===== src/rtl/bitnot_sched.sv =====
// Two-requester round-robin scheduler feeding a one-deep output register that
// holds the width-extended, bitwise-inverted operand of the accepted requester.
module bitnot_sched #(
    parameter int W  = 16,
    parameter int CW = 16,
    localparam int WW = $clog2(W + 1)
) (
    input  logic          clk,
    input  logic          rst_n,
    input  logic          req0_valid,
    output logic          req0_ready,
    input  logic [W-1:0]  req0_data,
    input  logic [WW-1:0] req0_width,
    input  logic          req0_signed,
    input  logic          req1_valid,
    output logic          req1_ready,
    input  logic [W-1:0]  req1_data,
    input  logic [WW-1:0] req1_width,
    input  logic          req1_signed,
    output logic          out_valid,
    input  logic          out_ready,
    output logic [W-1:0]  out_data,
    output logic          out_src,
    output logic [CW-1:0] gnt0_cnt,
    output logic [CW-1:0] gnt1_cnt
);

    localparam logic [WW-1:0] WMAX = WW'(W);
    localparam logic [W-1:0]  ONES = '1;
    localparam logic [CW-1:0] CMAX = '1;

    logic          last_gnt;
    logic          can_accept;
    logic          pick1;
    logic          acc0;
    logic          acc1;
    logic [W-1:0]  sel_data;
    logic [WW-1:0] sel_width;
    logic          sel_signed;

    function automatic logic [W-1:0] bitnot_ext(input logic [W-1:0]  d,
                                                input logic [WW-1:0] wd,
                                                input logic          sgn);
        logic [WW-1:0] n;
        logic [W-1:0]  mask;
        logic [W-1:0]  top;
        logic [W-1:0]  ext;
        // Width 0 or anything wider than the datapath means full width.
        n    = (wd == '0 || wd > WMAX) ? WMAX : wd;
        mask = ONES >> (WMAX - n);
        top  = d >> (n - WW'(1));
        ext  = d & mask;
        if (sgn && top[0]) begin
            ext = ext | ~mask;
        end
        return ~ext;
    endfunction

    always_comb begin
        can_accept = rst_n && (!out_valid || out_ready);
        // last_gnt is the index of the most recent accepted requester.
        pick1      = req1_valid && (!req0_valid || !last_gnt);
        req1_ready = can_accept && pick1;
        req0_ready = can_accept && req0_valid && !pick1;
        acc0       = req0_valid && req0_ready;
        acc1       = req1_valid && req1_ready;
        sel_data   = acc1 ? req1_data   : req0_data;
        sel_width  = acc1 ? req1_width  : req0_width;
        sel_signed = acc1 ? req1_signed : req0_signed;
    end

    always_ff @(posedge clk or negedge rst_n) begin
        if (!rst_n) begin
            out_valid <= 1'b0;
            out_data  <= '0;
            out_src   <= 1'b0;
            last_gnt  <= 1'b1;
            gnt0_cnt  <= '0;
            gnt1_cnt  <= '0;
        end else begin
            if (acc0 || acc1) begin
                out_valid <= 1'b1;
                out_data  <= bitnot_ext(sel_data, sel_width, sel_signed);
                out_src   <= acc1;
                last_gnt  <= acc1;
            end else if (out_ready) begin
                out_valid <= 1'b0;
            end
            if (acc0 && gnt0_cnt != CMAX) begin
                gnt0_cnt <= gnt0_cnt + CW'(1);
            end
            if (acc1 && gnt1_cnt != CMAX) begin
                gnt1_cnt <= gnt1_cnt + CW'(1);
            end
        end
    end

endmodule


===== config.mk =====
export PLATFORM = sky130hd
export DESIGN_NAME = bitnot_sched
export DESIGN_NICKNAME = d
export VERILOG_FILES = /design/src/rtl/bitnot_sched.sv
export SDC_FILE = /design/constraint.sdc
export NUM_CORES = 1
export LEC_CHECK = 0
export BUFFER_PORTS_ARGS = -buffer_cell sky130_fd_sc_hd__buf_2
export CORE_ASPECT_RATIO = 0.5
export CORE_MARGIN = 3
export CORE_UTILIZATION = 40
export CTS_CLUSTER_DIAMETER = 150
export CTS_CLUSTER_SIZE = 24
export DETAILED_ROUTE_END_ITERATION = 12
export PLACE_DENSITY = 0.73
export SYNTH_ARGS = -nofsm -noshare
export SYNTH_HDL_FRONTEND = slang
export SYNTH_SLANG_ARGS = --single-unit

===== constraint.sdc =====
create_clock -name clk -period 3.4 [get_ports clk]
set_input_delay 0.51 -clock clk [delete_from_list [all_inputs] [get_ports clk]]
set_output_delay 0.51 -clock clk [all_outputs]
set_load 0.02 [all_outputs]

## Word-level counts from Yosys, hierarchy flattened

Index checks and enable logic that the tools add are counted.

- Bits in registers: 51
- Output and inout bits: 52
- Input port bits: 49
- Logic and storage cells: 47

- Bitwise logic cells: 4
- Mux-type cells: 8
- Shift operators: 2
- Add/sub/neg operators: 4
- $lt $le $gt $ge: 1
- Equality and inequality tests: 2
- Reductions and logical operators: 20

Operator list:

| cell | count |
|---|---|
| $mux W16 | 3 |
| $add A16 B1 Y16 const B | 2 |
| $ne A16 B16 Y1 const B | 2 |
| $not A16 Y16 | 2 |
| $and A16 B16 Y16 | 1 |
| $or A16 B16 Y16 | 1 |
| $shr A16 B5 Y1 | 1 |
| $shr A16 B5 Y16 const A | 1 |
| $logic_and A1 B1 Y1 | 10 |
| $mux W5 | 2 |
| $gt A5 B5 Y1 const B | 1 |
| $logic_not A5 Y1 | 1 |
| $sub A5 B1 Y5 const B | 1 |
| $sub A5 B5 Y5 const A | 1 |
| $logic_not A1 Y1 | 4 |
| $logic_or A1 B1 Y1 | 4 |
| $mux W1 | 3 |
| $reduce_bool A2 Y1 | 1 |

## Logic depth before layout (Yosys ltp)

Gate-level depths: netlist of run 1.

- Word-level depth: 16
- Gate-level depth with buffers: 14
- Mapped depth without buffers: 11

## Least setup slack after synthesis of run 1

OpenSTA, ideal clock, no wires.

- Kind: input to register
- From: input req1_width[0]
- To: register out_data[10]
- Path buffers: 4
- Required time: 3.301 ns
- Stages: 14
- Setup time: 0.099 ns
- Data arrival time: 3.674 ns
- Setup slack: -0.373 ns
- Path through: buf_4 -> or4_4 -> nor4_4 -> nor2_1 -> ha_1 -> buf_4 -> clkbuf_1 -> a211oi_1 -> ha_1 -> clkbuf_1 -> a2111oi_0 -> a211o_2 -> o22ai_1 -> a311oi_1

- Longest elaborated chain between the ends: 11
- Elaborated cells between the ends (all ways): 16
- Classes of those cells: add/sub: 2; order compare: 1; shift: 2; mux: 4; bitwise: 4; reduce/logical: 3

Ends and longest elaborated chain:

| what | RTL line | text |
|---|---|---|
| start, declared | 18 | `input logic [WW-1:0] req1_width,` |
| $mux W5 (*) | 68 | `sel_width = acc1 ? req1_width : req0_width;` |
| $gt A5 B5 Y1 / $logic_not A5 Y1 (equally long branches) | 49 | `n = (wd == '0 \|\| wd > WMAX) ? WMAX : wd;` |
| $logic_or A1 B1 Y1 | 49 |  |
| $mux W5 (*) | 49 |  |
| $sub A5 B5 Y5 | 50 | `mask = ONES >> (WMAX - n);` |
| $shr A16 B5 Y16 | 50 |  |
| $and A16 B16 Y16 / $not A16 Y16 (equally long branches) | 52, 54 |  |
| $or A16 B16 Y16 | 54 | `ext = ext \| ~mask;` |
| $mux W16 (*) | 53 | `if (sgn && top[0]) begin` |
| $mux W16 (*) | 81 | `if (acc0 \|\| acc1) begin` |
| $not A16 Y16 (*) | 56 | `return ~ext;` |
| end signal, assigned | 83 | `out_data <= bitnot_ext(sel_data, sel_width, sel_signed);` |
| end, declared | 22 | `output logic [W-1:0] out_data,` |

Mark *: on every way between the ends. The rest lies on a longest branch, timed or not. The select of a mux whose other input is x is not followed.
A chain may end at the register's enable or synchronous reset.

## Final worst setup path of run 1

- From: input req1_width[1]
- To: register out_data[7]

Same word-level chain as after synthesis.

==> results of run 1 <==
[final timing paths]
check	from	to	slack, ns
worst max register to register	last_gnt$_DFFE_PN1P_	out_data[7]$_DFFE_PN0P_	0.26
worst max-delay path	req1_width[1]	out_data[7]$_DFFE_PN0P_	0.13
worst min-delay path	rst_n	out_valid$_DFFE_PN0P_	0.27
worst min register to register	out_src$_DFFE_PN0P_	out_src$_DFFE_PN0P_	0.48
max in group asynchronous	rst_n	out_src$_DFFE_PN0P_	2.56
min in group clk	out_src$_DFFE_PN0P_	out_src$_DFFE_PN0P_	0.48
[flip-flops by register name, summed over array words and instances (netlist names)]
name and flops:
gnt0_cnt 16, gnt1_cnt 16, out_valid 1, out_data 16, last_gnt 1, out_src 1
[power breakdown]
part	leakage, nW	internal (mW)	switching (mW)
logic	1.33	0.337	0.488
clock network	0.0731	0.294	0.227
registers	0.613	0.721	0.116
total	2.02	1.35	0.831
[routing by layer]
layer / vias to the layer above / global-route usage [%] / share of wire [%]
li1: 1693 / - / -
met1: 1667 / 30.6 / 48
met2: 134 / 30.8 / 44
met3: 8 / 3.29 / 6.4
met4: 0 / 3.90 / 0.81
met5: - / 0 / 0
[worst reg2reg max path, stage by stage, from the launching register on]
cell	delay, ns
dfstp_2	0.56
a21boi_1	0.08
buf_4	0.18
a31oi_2	0.21
nor2_1	0.07
ha_1	0.40
nand2b_1	0.19
nor4_1	0.39
nand4bb_1	0.22
a32oi_2	0.13
a211oi_2	0.23
buf_4	0.23
a221oi_1	0.13
[through the flow]
stage	setup TNS, ns	utilization [%]	setup slack, ns	total power, mW	instances
2_1_floorplan	-0.534	-	-0.174	1.35	389
3_3_place_gp	-0.00430	52.4	-0.00430	1.66	612
3_5_place_dp	-1.37	52.4	-0.170	1.67	612
4_1_cts	0	54.3	0.126	2.20	620
5_1_grt	0	54.4	0.0124	2.30	620
6_report	0	54.4	0.126	2.18	620
[logic make-up (layout without fill, tap and decap cells)]
logic type | after synthesis | after routing | synth area share (%)
and+or+nand+nor | 140 | 140 | 21.4
buffers and inverters | 42 | 161 | 5.21
adders and majority gates | 5 | 5 | 1.77
muxes | 19 | 19 | 5.78
DFF | 51 | 51 | 36.2
AOI/OAI and AO/OA | 99 | 99 | 21.4
xor gates and xnor gates | 33 | 33 | 8.19
[synth_stat cells, types with 5 or more instances]
cell type | instances | area share [%]
inv_1 | 13 | 1.4
buf_2 | 8 | 1.1
xor2_1 | 14 | 3.5
mux2_2 | 11 | 3.5
o21ai_0 | 16 | 2.3
o31ai_1 | 6 | 1.3
nor3_1 | 7 | 0.99
mux2i_1 | 8 | 2.3
a211oi_1 | 14 | 3.0
nor2_1 | 29 | 3.1
dfrtp_1 | 50 | 35
nand4_1 | 14 | 2.5
clkbuf_1 | 14 | 1.5
a21o_1 | 5 | 1.1
nand2_1 | 37 | 3.9
nand3_1 | 13 | 1.8
nor4_1 | 7 | 1.2
ha_1 | 5 | 1.8
xnor2_1 | 19 | 4.7
a311oi_1 | 5 | 1.2
nand2b_1 | 6 | 1.1
[repair_timing]
item	CTS	global route
endpoints found under the setup margin	0	3
endpoints found under the hold margin	0	0
resized for setup	0	2
[cell type report]
| type | count | area [µm²] |
|---|---|---|
| fill | 778 | 3780 |
| multi-input combinational | 296 | 2090 |
| sequential | 51 | 1280 |
| timing repair buffer | 138 | 786 |
| tap | 112 | 140 |
| clock buffer | 6 | 139 |
| inverter | 15 | 56.3 |
| clock inverter | 2 | 16.3 |
==> impl_metrics.toml, run 1 <==
[power_and_ir_drop]
power_density_nw_per_um2 = 485
cellLeakagePower_nw = 2.02
ir_drop_v = 0.000356

[cts]
cts_inserted_buffers = 5
cts_buffer_depth = 2
clk_pin_slew_worst_paths_ns = 0.07
clk_latency_ns = 0.29
post-cts-setup-buffers = 0
htreeDepth = 2
hold_buffers = 0
cts_tree = "built"
cts.sinks = 51
cts_root_buffer = "clkbuf_16"

[logic_synthesis]
ys_seq_elements = 51
yosys_warnings = 0
postSynthCellCount = 389
ys_seq_area_share_pct = 36.2
synth-edff-count = 0
async_flop_share_pct = 100
avgSynthCellArea_um2 = 9.07
syn-cell-area_um2 = 3530
synthDistinctLibCells = 70
syn-num-nets = 443
synthFlopType = "dfrtp_1"

[worst_setup_path]
worst_setup_path_end_kind = "flip-flop"
slowest_stage = "or4_4"
crit_chain = "buf_2, or4_4, nor4_4, nor2_1, ha_1, nand2b_1, nor4_1, nand4bb_1, a32oi_2, a211oi_2, buf_4, a221oi_1"
crit_path_max_fanout = 14
startpoint_type = "primary input"
path_delay_family = "simple AND/OR/NAND/NOR gates"
crit_arrival_ns = 3.43
worst_path_largest_cell_delay_ns = 0.55
critical_path_buf_inv_count = 2
reg2regPathDepth = 12
cp.required_ns = 3.56
crit_type = "in -> reg"
path_depth = 12

[sta]
relSlewSlack_pct = 60.0
hold-worst-slack_ns = 0.268
finalCritPeriodShare_pct = 96.3
fmax_ghz = 0.305
slew_violations = 0
hold_violations = 0
rsz0062_at_grt = "false"
fin_crit_ns = 3.27
finalSetupViolCount = 0
worst_pin_slew_ns = 0.601
skew_ns = 0.00714

[floorplan]
dieArea_um2 = 10100
initial_core_util_pct = 42.6
die_w_um = 139
io_pins = 101
core_area_um2 = 8290
rows = 23
dieHeight_um = 72.4

[layout]
drive_gt1_share_pct = 35.0
area_growth_pct = 27.7
layout_common_cells = "buf_2 (100), dfrtp_1 (50), buf_4 (38), nand2_1 (37), nor2_1 (29)"
post-route-cell-area_um2 = 4510
diodes = 0
mostFrequentLayoutCell = "buf_2"
num-nets-final = 561

[worst_hold_path]
hold_class = "in -> async"

[route]
routed-via-count = 3502
drt-initial-drc-count = 269
ant_nets = 0
drt-total-wl_um = 10500
drcViolationCount = 0
wl_per_cell_um = 16.9
dr.pass1.iters = 5
viasPerCell = 5.65

[run_status]
status = "finished, final reports clean"

[flow_run]
drv_cap = 0

[place]
place_area_um2 = 4340
gp_congestion = 0.962
io_buffers = 100
dp_hpwl_um = 8070

[global_route]
antenna_found_initial = 0
grt_pass1_vias = 3230
grt_use_total_pct = 20.2
grt_start_max_net_pins = 48
grt_pass1_wl_um = 16700
grt-ovfl-total = 0
Power figures use the tool's default switching activity.
==> run 2: changes to the inputs <==
Settings changed: BUFFER_PORTS_ARGS -buffer_cell sky130_fd_sc_hd__buf_2 to -buffer_cell sky130_fd_sc_hd__buf_4, CELL_PAD_IN_SITES_DETAIL_PLACEMENT set to 2, CELL_PAD_IN_SITES_GLOBAL_PLACEMENT set to 2, CORE_UTILIZATION 40 to 28, PLACE_DENSITY 0.73 to 0.83.
==> impl_metrics.toml, run 2 (synthesis results as in run 1) <==
[run_status]
status = "finished, final reports clean"

[sta]
worst_pin_slew_ns = 0.818
setup_tns_ns = 0
finalCritPeriodShare_pct = 95.2
setup_ws_ns = 0.164
relSlewSlack_pct = 45.5
hold_violations = 0
rsz0062_at_grt = "false"
slew_violations = 0
finalSetupViolCount = 0
skew_ns = 0.00697
fmax_ghz = 0.309
fin_crit_ns = 3.24

[cts]
ctsResizeCount = 0
cts.sinks = 51
htreeDepth = 2
cts_inserted_buffers = 5
post-cts-setup-buffers = 0
clk_latency_ns = 0.29
cts_buffer_depth = 2
clk_pin_slew_worst_paths_ns = 0.07
cts_tree = "built"
hold_buffers = 0
cts_root_buffer = "clkbuf_16"

[route]
drt-total-wl_um = 13800
viasPerCell = 5.38
routed-via-count = 3659
wl_per_cell_um = 20.3
wl_met1_um = 6400
top_layer_used = "met4"
wl_met2_um = 6670
drcViolationCount = 0
ant_nets = 0
drt-initial-drc-count = 199
route.met3.wl_um = 638
dr.pass1.iters = 4

[place]
io_buffers = 100
post-place-ws_ns = -0.237
gp_congestion = 0.869
dp_hpwl_um = 10700

[worst_setup_path]
startpoint_type = "primary input"
crit_chain = "buf_4, or4_4, nor4_4, nor2_1, ha_2, buf_4, a311oi_2, nand4bb_1, a32oi_1, a211oi_2, buf_4, a221oi_1"
reg2reg_setup_slack_ns = 0.33
crit_path_max_fanout = 9
crit_type = "in -> reg"
reg2reg_from = "last_gnt$_DFFE_PN1P_"
critical_path_buf_inv_count = 3
path_delay_family = "simple AND/OR/NAND/NOR gates"
reg2regPathDepth = 12
worst_setup_path_end_kind = "flip-flop"
crit_arrival_ns = 3.40
timing.rr.end = "out_data[4]$_DFFE_PN0P_"
slowest_stage = "or4_4"
cp_common_cell = "buf_4"
cp.required_ns = 3.57
worst_path_largest_cell_delay_ns = 0.55

[layout]
num-nets-final = 568
layout_common_cells = "buf_4 (145), dfrtp_1 (50), nand2_1 (37), nor2_1 (29), xnor2_1 (19)"
area_growth_pct = 38.8
drive_gt1_share_pct = 36.5
final_util_pct = 40.7
reg_top3 = "gnt0_cnt: 16 flops, gnt1_cnt: 16 flops, out_data: 16 flops"
diodes = 0
nFillCells = 1344
mostFrequentLayoutCell = "buf_4"

[flow_run]
drv_cap = 0

[worst_hold_path]
hold_class = "in -> async"

[global_route]
grt_pass1_vias = 3927
grt_start_max_net_pins = 61
antenna_found_initial = 0
grt-ovfl-total = 0
grt_pass1_wl_um = 22100
grt_use_total_pct = 19.5

[floorplan]
dieHeight_um = 85.4
initial_core_util_pct = 29.3
dieArea_um2 = 14100
io_pins = 101
core_area_um2 = 12100
rows = 28
die_w_um = 165

[power_and_ir_drop]
power_density_nw_per_um2 = 489
ir_drop_v = 0.000389
totalPowerFinal_mw = 2.40
cellLeakagePower_nw = 2.14
## run 2: changes by cell type in the layout (fill, tap and decap cells not counted), sizes merged
cell	before	now
clkinvlp	1	0
bufinv	0	1
clkbuf	6	5
buf	138	145
clkinv	2	3
## run 2: power breakdown
part	leakage [nW]	internal (mW)	switching, mW	total (mW)
Combinational	1.44	0.426	0.526	0.952
Sequential	0.613	0.721	0.141	0.862
Clock	0.0838	0.348	0.236	0.584
Total	2.14	1.50	0.902	2.40
## run 2: layer usage
layer  global-route usage [%]  up-vias
met2                     32.6       80
met1                     27.7     1872
met4                     2.89        0
met5                        0        -
li1                         -     1699
met3                     2.44        8
## run 2: final cells by class
| class | instances | area (µm²) | share of cell area [%] |
|---|---|---|---|
| inverter | 15 | 56.3 | 1.15 |
| clock inverter | 3 | 43.8 | 0.894 |
| multi-input combinational | 296 | 2100 | 42.9 |
| sequential | 51 | 1280 | 26.1 |
| tap | 165 | 206 | 4.21 |
| clock buffer | 5 | 125 | 2.55 |
| timing repair buffer | 145 | 1090 | 22.2 |
## run 2: per-stage QoR
stage	std cells	instance area [µm²]	hold WS (ns)
2_1_floorplan	389	3570	0.214
3_3_place_gp	672	4710	0.464
3_5_place_dp	672	4710	0.487
6_report	680	4900	0.470
5_1_grt	680	4900	0.521
4_1_cts	680	4880	0.501
## run 2: worst max-delay path by stage
stage / depth (start not counted) / endpoint / slack [ns] / from
after floorplan: 13 / out_data[9]$_DFFE_PN0P_ / -0.17 / req1_width[1]
after global placement: 11 / out_data[2]$_DFFE_PN0P_ / -0.09 / req1_width[1]
after detailed placement: 11 / out_data[6]$_DFFE_PN0P_ / -0.24 / req1_width[1]
after CTS: 12 / out_data[5]$_DFFE_PN0P_ / 0.02 / req1_width[1]
after global routing: 13 / out_data[13]$_DFFE_PN0P_ / 0.004 / req1_width[1]
final: 12 / out_data[4]$_DFFE_PN0P_ / 0.16 / req1_width[1]
